===== src/rtl/alu_pkg.sv =====
// rtl/alu_pkg.sv - shared shift-op encodings and shift_unit FSM state encodings
package alu_pkg;

  typedef enum logic [1:0] {
    OP_SLL = 2'b00,
    OP_SRL = 2'b01,
    OP_SRA = 2'b10,
    OP_ROR = 2'b11
  } shift_op_e;

  localparam logic [1:0] ST_IDLE  = 2'd0;
  localparam logic [1:0] ST_SHIFT = 2'd1;
  localparam logic [1:0] ST_DONE  = 2'd2;

endpackage


===== src/rtl/shift_step.sv =====
// rtl/shift_step.sv - combinational shift/rotate by a fixed DIST positions, selected by op_i
module shift_step
  import alu_pkg::*;
#(
  parameter int unsigned DIST = 1
) (
  input  shift_op_e   op_i,
  input  logic [31:0] data_i,
  output logic [31:0] data_o
);

  always_comb begin
    data_o = data_i;
    case (op_i)
      OP_SLL:  data_o = data_i << DIST;
      OP_SRL:  data_o = data_i >> DIST;
      OP_SRA:  data_o = 32'($signed(data_i) >>> DIST);
      OP_ROR:  data_o = (data_i >> DIST) | (data_i << (32 - DIST));
      default: data_o = data_i;
    endcase
  end

endmodule


===== src/rtl/shift_unit.sv =====
// rtl/shift_unit.sv - iterative 32-bit shifter (IDLE/SHIFT/DONE), one bit per cycle
// SHIFT_UNIT_FAST_EN selects a single-cycle log2 barrel shifter instead.
module shift_unit
  import alu_pkg::*;
(
  input  logic        clk,
  input  logic        reset,
  input  logic        start,
  input  logic [1:0]  shift_op,
  input  logic [4:0]  shift_amt,
  input  logic [31:0] data_in,
  output logic        busy,
  output logic        done,
  output logic [31:0] data_out
);

  logic [1:0]  state_q, state_d;
  logic [4:0]  cnt_q, cnt_d;
  shift_op_e   op_q, op_d;
  logic [31:0] work_q, work_d;
  logic [31:0] data_out_q, data_out_d;
  logic [31:0] step_res;
  logic        accept;
  shift_op_e   op_in;

  assign op_in  = shift_op_e'(shift_op);
  assign accept = start && (state_q != ST_SHIFT);

  shift_step #(.DIST(1)) u_step (
    .op_i   (op_q),
    .data_i (work_q),
    .data_o (step_res)
  );

`ifdef SHIFT_UNIT_FAST_EN
  logic [31:0] stage [0:5];
  logic [31:0] barrel_res;

  assign stage[0] = data_in;
  // stage k conditionally applies a 2**k step, gated by shift_amt[k]
  for (genvar k = 0; k < 5; k++) begin : g_barrel
    logic [31:0] shifted;
    shift_step #(.DIST(1 << k)) u_stage (
      .op_i   (op_in),
      .data_i (stage[k]),
      .data_o (shifted)
    );
    assign stage[k+1] = shift_amt[k] ? shifted : stage[k];
  end
  assign barrel_res = stage[5];
`endif

  always_comb begin
    state_d    = state_q;
    cnt_d      = cnt_q;
    op_d       = op_q;
    work_d     = work_q;
    data_out_d = data_out_q;
    case (state_q)
      ST_IDLE, ST_DONE: begin
        state_d = ST_IDLE;
        if (accept) begin
          op_d = op_in;
`ifdef SHIFT_UNIT_FAST_EN
          cnt_d      = 5'd0;
          work_d     = barrel_res;
          data_out_d = barrel_res;
          state_d    = ST_DONE;
`else
          cnt_d  = shift_amt;
          work_d = data_in;
          if (shift_amt == 5'd0) begin
            data_out_d = data_in;
            state_d    = ST_DONE;
          end else begin
            state_d = ST_SHIFT;
          end
`endif
        end
      end
      ST_SHIFT: begin
        work_d = step_res;
        cnt_d  = cnt_q - 5'd1;
        // result becomes visible only on the final step
        if (cnt_q == 5'd1) begin
          data_out_d = step_res;
          state_d    = ST_DONE;
        end
      end
      default: state_d = ST_IDLE;
    endcase
  end

  always_ff @(posedge clk) begin
    if (reset) begin
      state_q    <= ST_IDLE;
      cnt_q      <= 5'd0;
      op_q       <= OP_SLL;
      work_q     <= 32'h0;
      data_out_q <= 32'h0;
    end else begin
      state_q    <= state_d;
      cnt_q      <= cnt_d;
      op_q       <= op_d;
      work_q     <= work_d;
      data_out_q <= data_out_d;
    end
  end

  assign busy     = (state_q == ST_SHIFT);
  assign done     = (state_q == ST_DONE);
  assign data_out = data_out_q;

endmodule


===== config.mk =====
export PLATFORM = sky130hd
export DESIGN_NAME = shift_unit
export DESIGN_NICKNAME = d
export VERILOG_FILES = /design/src/rtl/alu_pkg.sv /design/src/rtl/shift_step.sv /design/src/rtl/shift_unit.sv
export SDC_FILE = /design/constraint.sdc
export NUM_CORES = 1
export LEC_CHECK = 0
export BUFFER_PORTS_ARGS = -buffer_cell sky130_fd_sc_hd__buf_2
export CAP_MARGIN = 20
export CORE_MARGIN = 1
export CORE_UTILIZATION = 30
export DETAILED_ROUTE_END_ITERATION = 16
export PLACE_DENSITY = 0.47
export SYNTH_ARGS = -nofsm -noshare
export SYNTH_HDL_FRONTEND = slang
export SYNTH_SLANG_ARGS = --single-unit

===== constraint.sdc =====
create_clock -name clk -period 3.1 [get_ports clk]
set_input_delay 0 -clock clk [delete_from_list [all_inputs] [get_ports clk]]
set_output_delay 0 -clock clk [all_outputs]
set_load 0.02 [all_outputs]

* After elaboration in Yosys (flattened, before gate mapping)
Cells that the tools add are included.
** Word-level totals
- Input bits :: 42
- Word-level logic and storage cells :: 39
- Bits in registers :: 73
** Cells by class
- Muxes and demuxes :: 13
- Reductions and logical operators :: 9
- Eq/ne operators :: 10
- Add/sub/neg operators :: 1
- Bitwise logic cells :: 1
** Operators by type and width (count)
- $mux W32 :: 4
- $pmux W32 S2 :: 2
- $pmux W32 S4 :: 1
- $or A31 B32 Y32 :: 1
- $pmux W5 S2 :: 1
- $eq A2 B2 Y1 const B :: 3
- $mux W2 :: 3
- $eq A5 B1 Y1 const B :: 1
- $logic_not A5 Y1 :: 1
- $mux W5 :: 1
- $sub A5 B1 Y5 const B :: 1
- $eq A2 B1 Y1 const B :: 2
- $logic_not A2 Y1 :: 2
- $ne A2 B1 Y1 const B :: 2
- $ne A2 B2 Y1 const B :: 2
- $pmux W2 S2 :: 1
- $reduce_and A2 Y1 :: 2
- $reduce_and A4 Y1 :: 1
- $reduce_bool A2 Y1 :: 1
- $reduce_or A2 Y1 :: 1
- $logic_and A1 B1 Y1 :: 1

* Depth between registers and ports, before layout
- Depth after elaboration :: 4
- Gate-level depth with buffers :: 8
- Gate-level depth less buffers :: 7

* Modules after synthesis
From an unflattened synthesis, not the netlist that was laid out.
** Second synthesis, totals
- Cell total of the unflattened synthesis :: 354
- Area total of the unflattened synthesis :: 3637.2 sq um
** By module, submodules not included
- shift_unit :: instances 1, area an instance 3220.6 sq um, cells each 317
- shift_step :: instances 1, area an instance 416.6 sq um, cells each 37

* Least setup slack after synthesis
OpenSTA, ideal clock, no wires.
- Path kind :: flip-flop to flip-flop
- From :: register cnt_q[0]
- To :: register data_out_q[20] (netlist: data_out[20])
- Buffers on the path :: 1
- Path slack :: 1.692 ns
- Cell stages (with the launch flop) :: 7
- Data arrival time :: 1.291 ns
- Path through :: dfxtp_1 > ha_1 > nor2b_1 > and3_4 > nor3_4 > buf_6 > a22o_1
** Between the ends
- Word-level cells in the longest chain between the ends :: 3
** Ends and longest elaborated chain
- start, declared :: line shift_unit.sv:18 : logic [4:0] cnt_q, cnt_d;
- start signal, assigned :: line shift_unit.sv:103 : cnt_q <= cnt_d;
- $eq A5 B1 Y1 :: line shift_unit.sv:85 : if (cnt_q == 5'd1) begin
- $ne A2 B1 Y1 (no line)
- $reduce_and A4 Y1 (no line)
- end signal, assigned :: line shift_unit.sv:106 : data_out_q <= data_out_d;
- end, declared :: line shift_unit.sv:21 : logic [31:0] data_out_q, data_out_d;
Every way passes these cells.
A chain may end at the register's enable or synchronous reset.

* Worst setup path after layout
- From :: register op_q[1]
- To :: register work_q[8]
** Between the ends
- Word-level cells in the longest chain between the ends :: 3
- Elaborated cells between the ends (all ways) :: 6
** Ends and longest elaborated chain
- start, declared :: line shift_unit.sv:19 : shift_op_e op_q, op_d;
- start signal, assigned :: line shift_unit.sv:104 : op_q <= op_d;
- $eq A2 B2 Y1, or another cell as far along :: line shift_step.sv:14 : case (op_i)
- $pmux W32 S4 (*) :: line shift_step.sv:14
- $pmux W32 S2 (*) :: line shift_unit.sv:59 : case (state_q)
- end signal, assigned :: line shift_unit.sv:105 : work_q <= work_d;
- end, declared :: line shift_unit.sv:20 : logic [31:0] work_q, work_d;
Mark *: on every way between the ends. The rest lies on a longest branch, timed or not.

==> flow_metrics.env <==
export IMPL_finalSetupViolCount=0
export IMPL_cts_num_sinks=73
export IMPL_final_max_slew_viol_count=0
export IMPL_core_area_um2=10300
export IMPL_drive_above_1_share=0.274
export IMPL_gp_congestion=0.728
export IMPL_yosysWarnings=0
export IMPL_antenna_found_initial=0
export IMPL_initial_core_util=0.308
export IMPL_yosysSeqAreaShare=0.462
export IMPL_finClkSkew_ns=0.00816
export IMPL_slew_headroom=0.414
export IMPL_synth_xor_area_frac=0
export IMPL_ctsRootBufferMaster="clkbuf_8"
export IMPL_ir_drop_uv=345
export IMPL_fillCellCount=1069
export IMPL_nets=437
export IMPL_firstDrtPassIters=4
export IMPL_post_route_util=0.383
export IMPL_ioPinCount=76
export IMPL_worstSetupPathType="flop to flop"
export IMPL_ys_types=41
export IMPL_synthCells=315
export IMPL_cp_max_fo=24
export IMPL_powerDensity_nw_per_um2=596
export IMPL_p_leak_nw=1.85
export IMPL_grt_overflow=0
export IMPL_wl_per_cell_um=14.6
export IMPL_post_cts_resized=0
export IMPL_hpwl_mm=5.03
export IMPL_final_period_utilization=0.665
export IMPL_start_kind="flop"
export IMPL_fin_crit_ns=2.06
export IMPL_remaining_drc_errors=0
export IMPL_row_count=37
export IMPL_cts_buffers=9
export IMPL_grt_pass1_vias=2574
export IMPL_synth_fa_ha_area_frac=0.00792
export IMPL_antenna_left=0
export IMPL_dieArea_um2=10900
export IMPL_portBuffers=75
export IMPL_fmax_mhz=485
export IMPL_syn_area_per_cell_um2=10.0
export IMPL_routed_via_density=4.89
export IMPL_grt_max_degree=69
export IMPL_die_w_um=105
export IMPL_worst_skew_pair_late_latency_ns=0.34
export IMPL_setup_worst_path_end_class="flop"
export IMPL_diodes=0
export IMPL_die_h_um=105
export IMPL_grt_pass1_wl_mm=12.8
export IMPL_grt_usage=0.147
export IMPL_ctsLongestPathBuffers=2
export IMPL_mappedNetlistArea_um2=3160
export IMPL_crit_required_ns=3.33
export IMPL_cap_viol_max_count=0
export IMPL_tightest_slew_ns=0.877
export IMPL_arrival_ns=2.29
export IMPL_h_tree_depth=3
export IMPL_synth_top_family_by_area="compound AO/OA/AOI/OAI gates"
export IMPL_synth_compound_area_share=0.257
export IMPL_cts_setup_buffers=0
export IMPL_stdcell_area_um2=3940
export IMPL_drt_initial_drc_count=98
export IMPL_synth_fp_nets=359
export IMPL_holdBufCountCts=10
export IMPL_muxShareOfSynthArea=0.0986
export IMPL_dr_total_vias=2610
export IMPL_path_clk_slew_ns=0.08
export IMPL_hp_class="input pin to flop"
export IMPL_ys_ff_latch=73
export IMPL_area_growth_pct=24.6
export IMPL_hold_viol_final=0
export IMPL_status="finished clean"
export IMPL_cts_tree="built"
export IMPL_rsz0062_at_grt="false"
export IMPL_drt_total_wl_mm=7.79
export IMPL_synth_simple_area_share=0.111
export IMPL_tns_ns=0
export IMPL_place_area_um2=3600
stage by stage:
step	power (mW)	setup slack, ns	hold slack [ns]	cells
after detailed placement	1.45	1.06	0.252	508
after global placement	1.46	1.07	0.256	508
after global routing	2.47	0.912	0.00933	534
after CTS	2.39	1.03	0.000973	534
after floorplan	1.35	1.69	0.103	315
final	2.35	1.04	0.0170	534
layer usage:
layer  GRT usage  routed length [um]
met1       0.194                3820
met2       0.239                3620
met3      0.0393                 278
met4      0.0362                  75
met5           0                   0
registers in the layout, indices dropped and copies added, names as in the netlist:
signal,cells
data_out,32
work_q,32
cnt_q,5
op_q,2
state_q,2
where the power goes:
part | internal (mW) | switching, mW | leakage, nW | total (mW)
Clock | 0.539 | 0.372 | 0.117 | 0.911
Sequential | 1.00 | 0.0517 | 0.596 | 1.05
Combinational | 0.166 | 0.216 | 1.14 | 0.382
Total | 1.71 | 0.640 | 1.85 | 2.35
synthesized netlist by cell type:
cell type | instances | share of area
buf_2 | 8 | 0.013
nand3_1 | 2 | 0.0032
nor3_2 | 1 | 0.0032
o21ai_0 | 23 | 0.036
nor2_1 | 11 | 0.013
nand2_4 | 1 | 0.0036
inv_2 | 1 | 0.0012
o21ai_1 | 9 | 0.014
and3_1 | 1 | 0.0020
mux2i_1 | 30 | 0.095
a221oi_1 | 3 | 0.0083
inv_1 | 2 | 0.0024
a31oi_1 | 1 | 0.0020
inv_8 | 1 | 0.0036
a22o_1 | 60 | 0.17
clkbuf_1 | 5 | 0.0059
a211o_1 | 1 | 0.0028
a222oi_1 | 1 | 0.0032
nor2_4 | 1 | 0.0036
o311ai_0 | 1 | 0.0028
nand2b_1 | 2 | 0.0040
nor2b_1 | 3 | 0.0059
nand2_1 | 36 | 0.043
or4_1 | 1 | 0.0024
nand3_2 | 1 | 0.0032
nor3_1 | 7 | 0.011
o31ai_1 | 1 | 0.0024
a21o_1 | 1 | 0.0024
mux2_2 | 1 | 0.0036
nor3_4 | 1 | 0.0051
buf_4 | 4 | 0.0095
nor3b_1 | 1 | 0.0024
buf_6 | 8 | 0.029
a2bb2oi_1 | 1 | 0.0028
and3_4 | 1 | 0.0036
a22oi_1 | 1 | 0.0024
dfxtp_1 | 73 | 0.46
ha_1 | 2 | 0.0079
a21oi_1 | 5 | 0.0079
o2bb2ai_1 | 1 | 0.0028
nor2_2 | 1 | 0.0020
cells in the final DEF (no fill, tap or decap), types with 2 or more instances in the layout:
cell type / n
nor2_1: 10
dlygate4sd3_1: 10
a22o_1: 60
ha_1: 2
nand2_1: 36
o21ai_0: 23
mux2i_1: 30
clkbuf_8: 9
buf_4: 7
dfxtp_1: 73
buf_2: 75
a221oi_1: 3
nand3_1: 2
nor2b_1: 3
nor2_4: 2
inv_1: 2
nor3_4: 2
a21oi_1: 5
bufinv_16: 3
nor3_1: 7
o21ai_1: 9
final timing paths:
kind,from,end,slack [ns],depth (start not counted)
worst max-delay path,op_q[1],work_q[8],1.04,5
worst min-delay path,data_in[7],data_out[7],0.02,4
worst min register to register,data_out[13],data_out[13],0.48,1
worst max register to register,op_q[1],work_q[8],1.04,5
cells by family after synthesis:
family,Yosys count
AOI/OAI and AO/OA,109
DFF,73
and+or+nand+nor,71
muxes,31
buffers and inverters,29
adders and majority gates,2
layout make-up:
cell class | count | area, um^2 | area share
inverter | 4 | 22.5 | 0.00572
multi-input combinational | 213 | 1510 | 0.384
sequential | 73 | 1460 | 0.371
timing repair buffer | 92 | 528 | 0.134
clock inverter | 6 | 115 | 0.0292
clock buffer | 10 | 128 | 0.0324
tap | 136 | 170 | 0.0432
critical path: stages, from the launching register on:
cell and delay, ns:
dfxtp_1 0.36, nor2_4 0.70, buf_4 0.29, mux2i_1 0.19, o21ai_0 0.14, a22o_1 0.26
Power figures use the tool's default switching activity.
